<file path="src/rtl/mem_port_arbiter_if.sv">
// Bundle between the IF/DM requesters, the arbiter and the unified memory.
// slave  : arbiter view (requests and memory read data in, memory strobes and completions out)
// master : requester/memory view (the opposite directions)
interface mem_port_arbiter_if;
  logic        if_req;
  logic [31:0] if_addr;
  logic [31:0] if_rdata;
  logic        if_ready;
  logic        dm_req;
  logic        dm_we;
  logic [31:0] dm_addr;
  logic [31:0] dm_wdata;
  logic [31:0] dm_rdata;
  logic        dm_ready;
  logic        mem_en;
  logic        mem_we;
  logic [31:0] mem_addr;
  logic [31:0] mem_wdata;
  logic [31:0] mem_rdata;
  logic        busy;

  modport slave (
    input  if_req, if_addr, dm_req, dm_we, dm_addr, dm_wdata, mem_rdata,
    output if_rdata, if_ready, dm_rdata, dm_ready,
    output mem_en, mem_we, mem_addr, mem_wdata, busy
  );

  modport master (
    output if_req, if_addr, dm_req, dm_we, dm_addr, dm_wdata, mem_rdata,
    input  if_rdata, if_ready, dm_rdata, dm_ready,
    input  mem_en, mem_we, mem_addr, mem_wdata, busy
  );
endinterface

</file>
<file path="src/rtl/mem_port_arbiter.sv">
// mem_port_arbiter: serialises instruction-fetch and data-memory accesses onto
// one single-port synchronous memory with a fixed MEM_LAT read latency.
// Each access: grant in IDLE, one mem_en cycle, wait MEM_LAT, one ready pulse.
// DM has priority over IF. Optional macro ARB_STARVE_GUARD_EN forces an IF
// grant after STARVE_MAX consecutive contested DM grants.
// All outputs are registered; reset is synchronous active-high.
module mem_port_arbiter #(
  parameter int MEM_LAT    = 2,
  parameter int STARVE_MAX = 4
) (
  input logic               cclk,
  input logic               reset,
  mem_port_arbiter_if.slave bus
);

  typedef enum logic [1:0] {IDLE, ACCESS, RESP} state_t;

  localparam logic [3:0] LAT_LOAD = 4'(MEM_LAT);

  state_t      state_q;
  logic [3:0]  cnt_q;
  logic        owner_dm_q;
  logic        store_q;
  logic        mem_en_q;
  logic        mem_we_q;
  logic [31:0] mem_addr_q;
  logic [31:0] mem_wdata_q;
  logic [31:0] if_rdata_q;
  logic [31:0] dm_rdata_q;
  logic        if_ready_q;
  logic        dm_ready_q;
  logic        busy_q;
  logic        grant_dm_d;
  logic        grant_if_d;

`ifdef ARB_STARVE_GUARD_EN
  localparam logic [3:0] STARVE_LIM = 4'(STARVE_MAX);
  logic [3:0] starve_q;
`else
  // Starvation limit has no effect with strict DM priority.
  logic unused_starve_max;
  assign unused_starve_max = (STARVE_MAX != 0);
`endif

  // Grant decision for the IDLE cycle: DM (older instruction) first.
  always_comb begin
    grant_dm_d = bus.dm_req;
    grant_if_d = bus.if_req & ~bus.dm_req;
`ifdef ARB_STARVE_GUARD_EN
    if (bus.dm_req && bus.if_req && (starve_q == STARVE_LIM)) begin
      grant_dm_d = 1'b0;
      grant_if_d = 1'b1;
    end
`endif
  end

  // Access sequencer: IDLE -> ACCESS (MEM_LAT+1 cycles) -> RESP -> IDLE.
  always_ff @(posedge cclk) begin
    if (reset) begin
      state_q     <= IDLE;
      cnt_q       <= '0;
      owner_dm_q  <= 1'b0;
      store_q     <= 1'b0;
      mem_en_q    <= 1'b0;
      mem_we_q    <= 1'b0;
      mem_addr_q  <= '0;
      mem_wdata_q <= '0;
      if_rdata_q  <= '0;
      dm_rdata_q  <= '0;
      if_ready_q  <= 1'b0;
      dm_ready_q  <= 1'b0;
      busy_q      <= 1'b0;
`ifdef ARB_STARVE_GUARD_EN
      starve_q    <= '0;
`endif
    end else begin
      // Strobes and completion pulses last exactly one cycle.
      mem_en_q   <= 1'b0;
      mem_we_q   <= 1'b0;
      if_ready_q <= 1'b0;
      dm_ready_q <= 1'b0;
      unique case (state_q)
        IDLE: begin
          if (grant_dm_d || grant_if_d) begin
            owner_dm_q  <= grant_dm_d;
            store_q     <= grant_dm_d & bus.dm_we;
            mem_en_q    <= 1'b1;
            mem_we_q    <= grant_dm_d & bus.dm_we;
            mem_addr_q  <= grant_dm_d ? bus.dm_addr : bus.if_addr;
            mem_wdata_q <= grant_dm_d ? bus.dm_wdata : 32'h0;
            cnt_q       <= LAT_LOAD;
            busy_q      <= 1'b1;
            state_q     <= ACCESS;
`ifdef ARB_STARVE_GUARD_EN
            if (grant_if_d)       starve_q <= '0;
            else if (bus.if_req)  starve_q <= starve_q + 4'd1;
`endif
          end
        end
        ACCESS: begin
          if (cnt_q == 4'd0) begin
            if (owner_dm_q) begin
              if (!store_q) dm_rdata_q <= bus.mem_rdata;
              dm_ready_q <= 1'b1;
            end else begin
              if_rdata_q <= bus.mem_rdata;
              if_ready_q <= 1'b1;
            end
            state_q <= RESP;
          end else begin
            cnt_q <= cnt_q - 4'd1;
          end
        end
        RESP: begin
          busy_q  <= 1'b0;
          state_q <= IDLE;
        end
        default: begin
          busy_q  <= 1'b0;
          state_q <= IDLE;
        end
      endcase
    end
  end

  assign bus.mem_en    = mem_en_q;
  assign bus.mem_we    = mem_we_q;
  assign bus.mem_addr  = mem_addr_q;
  assign bus.mem_wdata = mem_wdata_q;
  assign bus.if_rdata  = if_rdata_q;
  assign bus.if_ready  = if_ready_q;
  assign bus.dm_rdata  = dm_rdata_q;
  assign bus.dm_ready  = dm_ready_q;
  assign bus.busy      = busy_q;

endmodule

</file>
<file path="src/flat_wrapper.sv">
// flat-port wrapper written by rule: the top's interface ports become plain ports
module mem_port_arbiter_flat 
#(
  parameter int MEM_LAT    = 2,
  parameter int STARVE_MAX = 4
)
  (cclk, reset, bus_if_req, bus_if_addr, bus_dm_req, bus_dm_we, bus_dm_addr, bus_dm_wdata, bus_mem_rdata, bus_if_rdata, bus_if_ready, bus_dm_rdata, bus_dm_ready, bus_mem_en, bus_mem_we, bus_mem_addr, bus_mem_wdata, bus_busy);
  mem_port_arbiter_if bus_i ();
  input logic cclk;
  input logic reset;
  input wire logic [$bits(bus_i.if_req)-1:0] bus_if_req;
  input wire logic [$bits(bus_i.if_addr)-1:0] bus_if_addr;
  input wire logic [$bits(bus_i.dm_req)-1:0] bus_dm_req;
  input wire logic [$bits(bus_i.dm_we)-1:0] bus_dm_we;
  input wire logic [$bits(bus_i.dm_addr)-1:0] bus_dm_addr;
  input wire logic [$bits(bus_i.dm_wdata)-1:0] bus_dm_wdata;
  input wire logic [$bits(bus_i.mem_rdata)-1:0] bus_mem_rdata;
  output wire logic [$bits(bus_i.if_rdata)-1:0] bus_if_rdata;
  output wire logic [$bits(bus_i.if_ready)-1:0] bus_if_ready;
  output wire logic [$bits(bus_i.dm_rdata)-1:0] bus_dm_rdata;
  output wire logic [$bits(bus_i.dm_ready)-1:0] bus_dm_ready;
  output wire logic [$bits(bus_i.mem_en)-1:0] bus_mem_en;
  output wire logic [$bits(bus_i.mem_we)-1:0] bus_mem_we;
  output wire logic [$bits(bus_i.mem_addr)-1:0] bus_mem_addr;
  output wire logic [$bits(bus_i.mem_wdata)-1:0] bus_mem_wdata;
  output wire logic [$bits(bus_i.busy)-1:0] bus_busy;
  assign bus_i.if_req = bus_if_req;
  assign bus_i.if_addr = bus_if_addr;
  assign bus_i.dm_req = bus_dm_req;
  assign bus_i.dm_we = bus_dm_we;
  assign bus_i.dm_addr = bus_dm_addr;
  assign bus_i.dm_wdata = bus_dm_wdata;
  assign bus_i.mem_rdata = bus_mem_rdata;
  assign bus_if_rdata = bus_i.if_rdata;
  assign bus_if_ready = bus_i.if_ready;
  assign bus_dm_rdata = bus_i.dm_rdata;
  assign bus_dm_ready = bus_i.dm_ready;
  assign bus_mem_en = bus_i.mem_en;
  assign bus_mem_we = bus_i.mem_we;
  assign bus_mem_addr = bus_i.mem_addr;
  assign bus_mem_wdata = bus_i.mem_wdata;
  assign bus_busy = bus_i.busy;
  mem_port_arbiter #(.MEM_LAT(MEM_LAT), .STARVE_MAX(STARVE_MAX)) u_core (.cclk(cclk), .reset(reset), .bus(bus_i));
endmodule
</file>
<file path="config.mk">
export PLATFORM = sky130hd
export DESIGN_NAME = mem_port_arbiter_flat
export DESIGN_NICKNAME = d
export VERILOG_FILES = /design/src/rtl/mem_port_arbiter_if.sv /design/src/rtl/mem_port_arbiter.sv /design/src/flat_wrapper.sv
export SDC_FILE = /design/constraint.sdc
export NUM_CORES = 1
export LEC_CHECK = 0
export CAP_MARGIN = 10
export CORE_ASPECT_RATIO = 1.2
export CORE_MARGIN = 1.5
export CORE_UTILIZATION = 37
export CTS_CLUSTER_DIAMETER = 200
export DETAILED_ROUTE_END_ITERATION = 6
export PLACE_DENSITY = 0.87
export SYNTH_ARGS = -nofsm -noshare
export SYNTH_HDL_FRONTEND = slang
export SYNTH_SLANG_ARGS = --single-unit
</file>
<file path="constraint.sdc">
create_clock -name cclk -period 1.8 [get_ports cclk]
set_input_delay 0.36 -clock cclk [delete_from_list [all_inputs] [get_ports cclk]]
set_output_delay 0.36 -clock cclk [all_outputs]
set_load 0.05 [all_outputs]
</file>
==> results.md <==
* Crit-path cells: or3b_1 > or4_4 > buf_12 > mux2i_1
* Hold wc startpoint: reset
* Final wirelength at 15050 um
* Post-synth top flop: dfxtp_1
* Top Ports at between 200 and 300
* DRC at 0
* Final hold vios at 0
* Clock Sinks at 141
* Final ANT Viol Nets at 0
* Vias in the first global route at 4675
* Post-Synth XOR/XNOR Area at 0%
* First-pass GRT wire length at roughly 23000 um
* Unrepaired setup endpoints after global routing: no
* WP buf/inv at 1
* Nets at 917
* Pre-CTS setup slack at 0.07994 ns
* GRT Util Overall at 18.64%
* Area of the multi-input gates at 2554 sq um
* Routed vias/inst at 4.751
* Clock latency on the worst-skew pair at 0.41 ns
* Fin cells at 995
* Max_slew headroom at 74.47%
* Max-slew violations at 0
* Syn Inst Count at 516
* Total number of vias at about 4700
* Fin crit period at 1.719 ns
* Crit path max-delay family: simple AND/OR/NAND/NOR gates
* Worst EP arrival at 2.01 ns
* Worst Clk Skew at roughly 0.0074 ns
* Leakage at a little under 4 nW
* Top-count cell post-synth: dfxtp_1
* Synth cell types at 34
* Per-cell routed wire length at between 15 and 20 um
* Post-route cell area at approximately 8900 sq um
* Crit end category: flop
* Sequential cell area at 2823 sq um
* Post-synthesis sequential area ratio at 50.93%
* P per Cell Area at 1122 nW/um^2
* Mapped Area at 5543 sq um
* Worst slew pin tran at 0.3830 ns
* Max Cap Viol at 0
* Port buffer count at 265
* Final worst slack at 0.08128 ns
* Router iterations before antenna repair at 4
* Row count at 48
* Die Y at 137.1 um
* Area leader, netlist: dfxtp_1
* Hold EP: u_core.bus.busy
* Post-synthesis mux area share at between 15 and 20%
* Inserted Clock Buffers at 17
* Initial DRC count at 163
* Antenna Cells at 0
* R2R Path Start: u_core.cnt_q[2]
* Post-synth EDFFs at 0
* Fillers at 1209
* Syn_nets at 651
* Layout cells sized above 1 at 25.28%
* Largest cells by area after synthesis: dfxtp_1 (51%), mux2i_1 (17%), nand2b_1 (11%)
* CP max FO at 28
* CTS Buffer Depth at 2
* Slowest stage delay, CP at 0.51 ns
* Setup crit start kind: flop
* Initial antenna violation count at 0
* Peak VDD IR at 0.5963 mV
* Slowest cell on crit path: or4_4
* Simple-gate share of the synthesized area at around 13%
* Root Driver: clkbuf_16
* Total die area at 15730 sq um
* R2R cell count at 4
* Die Span X at around 110 um
* Worst Hold Path Cells at 2
* HPWL Detailed at 10660 um
* Crit share post-route at 95.48%
* Status: completed
* F_max at between 500 and 600 MHz
* Yosys warning total at 0
* WP depth at 4
* CP startpoint: u_core.cnt_q[2]
* H-tree levels at 4
* Post-synthesis compound-gate area fraction at 13.95%
* Initial core utilization at 38.14%
* Area delta synth->final at 60.38%
* Dpl cells at 960
* R2R Setup Slk at around 0.08 ns
* Hold Crit Class: in -> reg
* # setup viols final at 0
* Post-synthesis adder-cell area fraction at less than 1%
* Largest net degree at the start of global routing at 60
* Worst R2R End: u_core.bus.dm_rdata[12]
* Critical path required time at 2.10 ns
* DP Area at 8177 sq um
* Clock slew seen by the registers of the worst setup and hold paths at 0.06 ns
* Share of the synthesized area in the top cell type at 50.93%
* Critical path class: reg -> reg
* Synth async-reset ratio at 0%
* CORE AREA at 14530 sq um
* Largest family of logic cells by synthesized area: multiplexers
* Syn Area/Cell at 10.74 sq um
* CTS tree: built
* Most frequent cells after synthesis: dfxtp_1 (141), nand2b_1 (98), mux2i_1 (96)
* RePlAce Congestion at 0.7040
* Synth Register Bits at ~140
* GRT overflow at 0
-- placed cells by master (no fill, tap or decap), types with 2 or more instances in the layout --
cell type	instances
a211oi_1	33
a21o_1	2
a21oi_1	34
a22o_1	32
buf_12	5
buf_4	153
bufinv_16	5
clkbuf_16	18
clkdlybuf4s50_1	130
clkinv_4	2
clkinvlp_4	2
dfxtp_1	141
ha_1	2
inv_1	3
inv_6	3
inv_8	2
mux2i_1	96
nand2b_1	97
nor2_1	5
o21a_1	2
or2_1	2
-- timing repair --
action | in CTS | in global routing
gates resized for setup | 0 | 5
buffers inserted | 0 | 1
endpoints found under the setup margin | 0 | 41
hold buffers | 0 | 0
-- cell families (layout without fill, tap and decap cells) --
logic type | Yosys count | count (layout)
simple gates | 120 | 120
flops | 141 | 141
mux | 97 | 97
fa+ha+maj | 2 | 2
compound gates | 109 | 109
buf+inv | 47 | 326
-- power breakdown --
part | internal, mW | leakage (nW) | switching, mW
Sequential | 3.39 | 1.15 | 0.149
Combinational | 0.998 | 2.45 | 1.53
Clock | 2.50 | 0.316 | 1.42
Total | 6.89 | 3.92 | 3.09
-- worst reg2reg max path: stages (launching register included) --
cell and delay [ns]:
dfxtp_1 0.30, or3b_1 0.42, or4_4 0.51, buf_12 0.21
mux2i_1 0.16
-- state kept, by name (all words and copies together) (netlist names), 2 cells and up --
signal and cells:
u_core.bus.dm_rdata 32, u_core.bus.if_rdata 32, u_core.bus.mem_addr 32, u_core.bus.mem_wdata 32
u_core.cnt_q 4, u_core.state_q 2
-- layout make-up --
type                       instances  area share [%]
multi-input combinational        328           28.73
tap                              200           2.815
clock inverter                    14           2.604
clock buffer                      18           4.828
inverter                           3          0.1267
sequential                       141           31.75
timing repair buffer             291           29.15
-- how the worst max path moves through the flow --
stage / end
2_1_floorplan: u_core.bus.dm_rdata[10]
3_3_place_gp: u_core.bus.dm_rdata[22]
3_5_place_dp: u_core.bus.mem_wdata[28]
4_1_cts: u_core.bus.dm_rdata[12]
5_1_grt: u_core.bus.if_rdata[22]
6_report: u_core.bus.dm_rdata[12]
-- layer usage --
layer  vias up  GRT usage (%)  part of all wire [%]
met3        26          6.333                   7.7
met5         -              0                     0
met2       183          32.40                    50
met4         0          7.682                   2.0
li1       2363              -                     -
met1      2155          20.84                    40
-- metrics by stage --
stage               total power, mW  setup TNS (ns)  util [%]  hold slack [ns]
global placement              6.070               0     56.26           0.4579
finish                        9.977               0     61.17           0.3175
CTS                           10.04               0     60.80           0.3006
detailed placement            6.104               0     56.26           0.4591
global route                  10.36               0     61.17           0.3498
floorplan                     5.160          -1.936         -           0.4663
(Power assumes the default switching activity.)
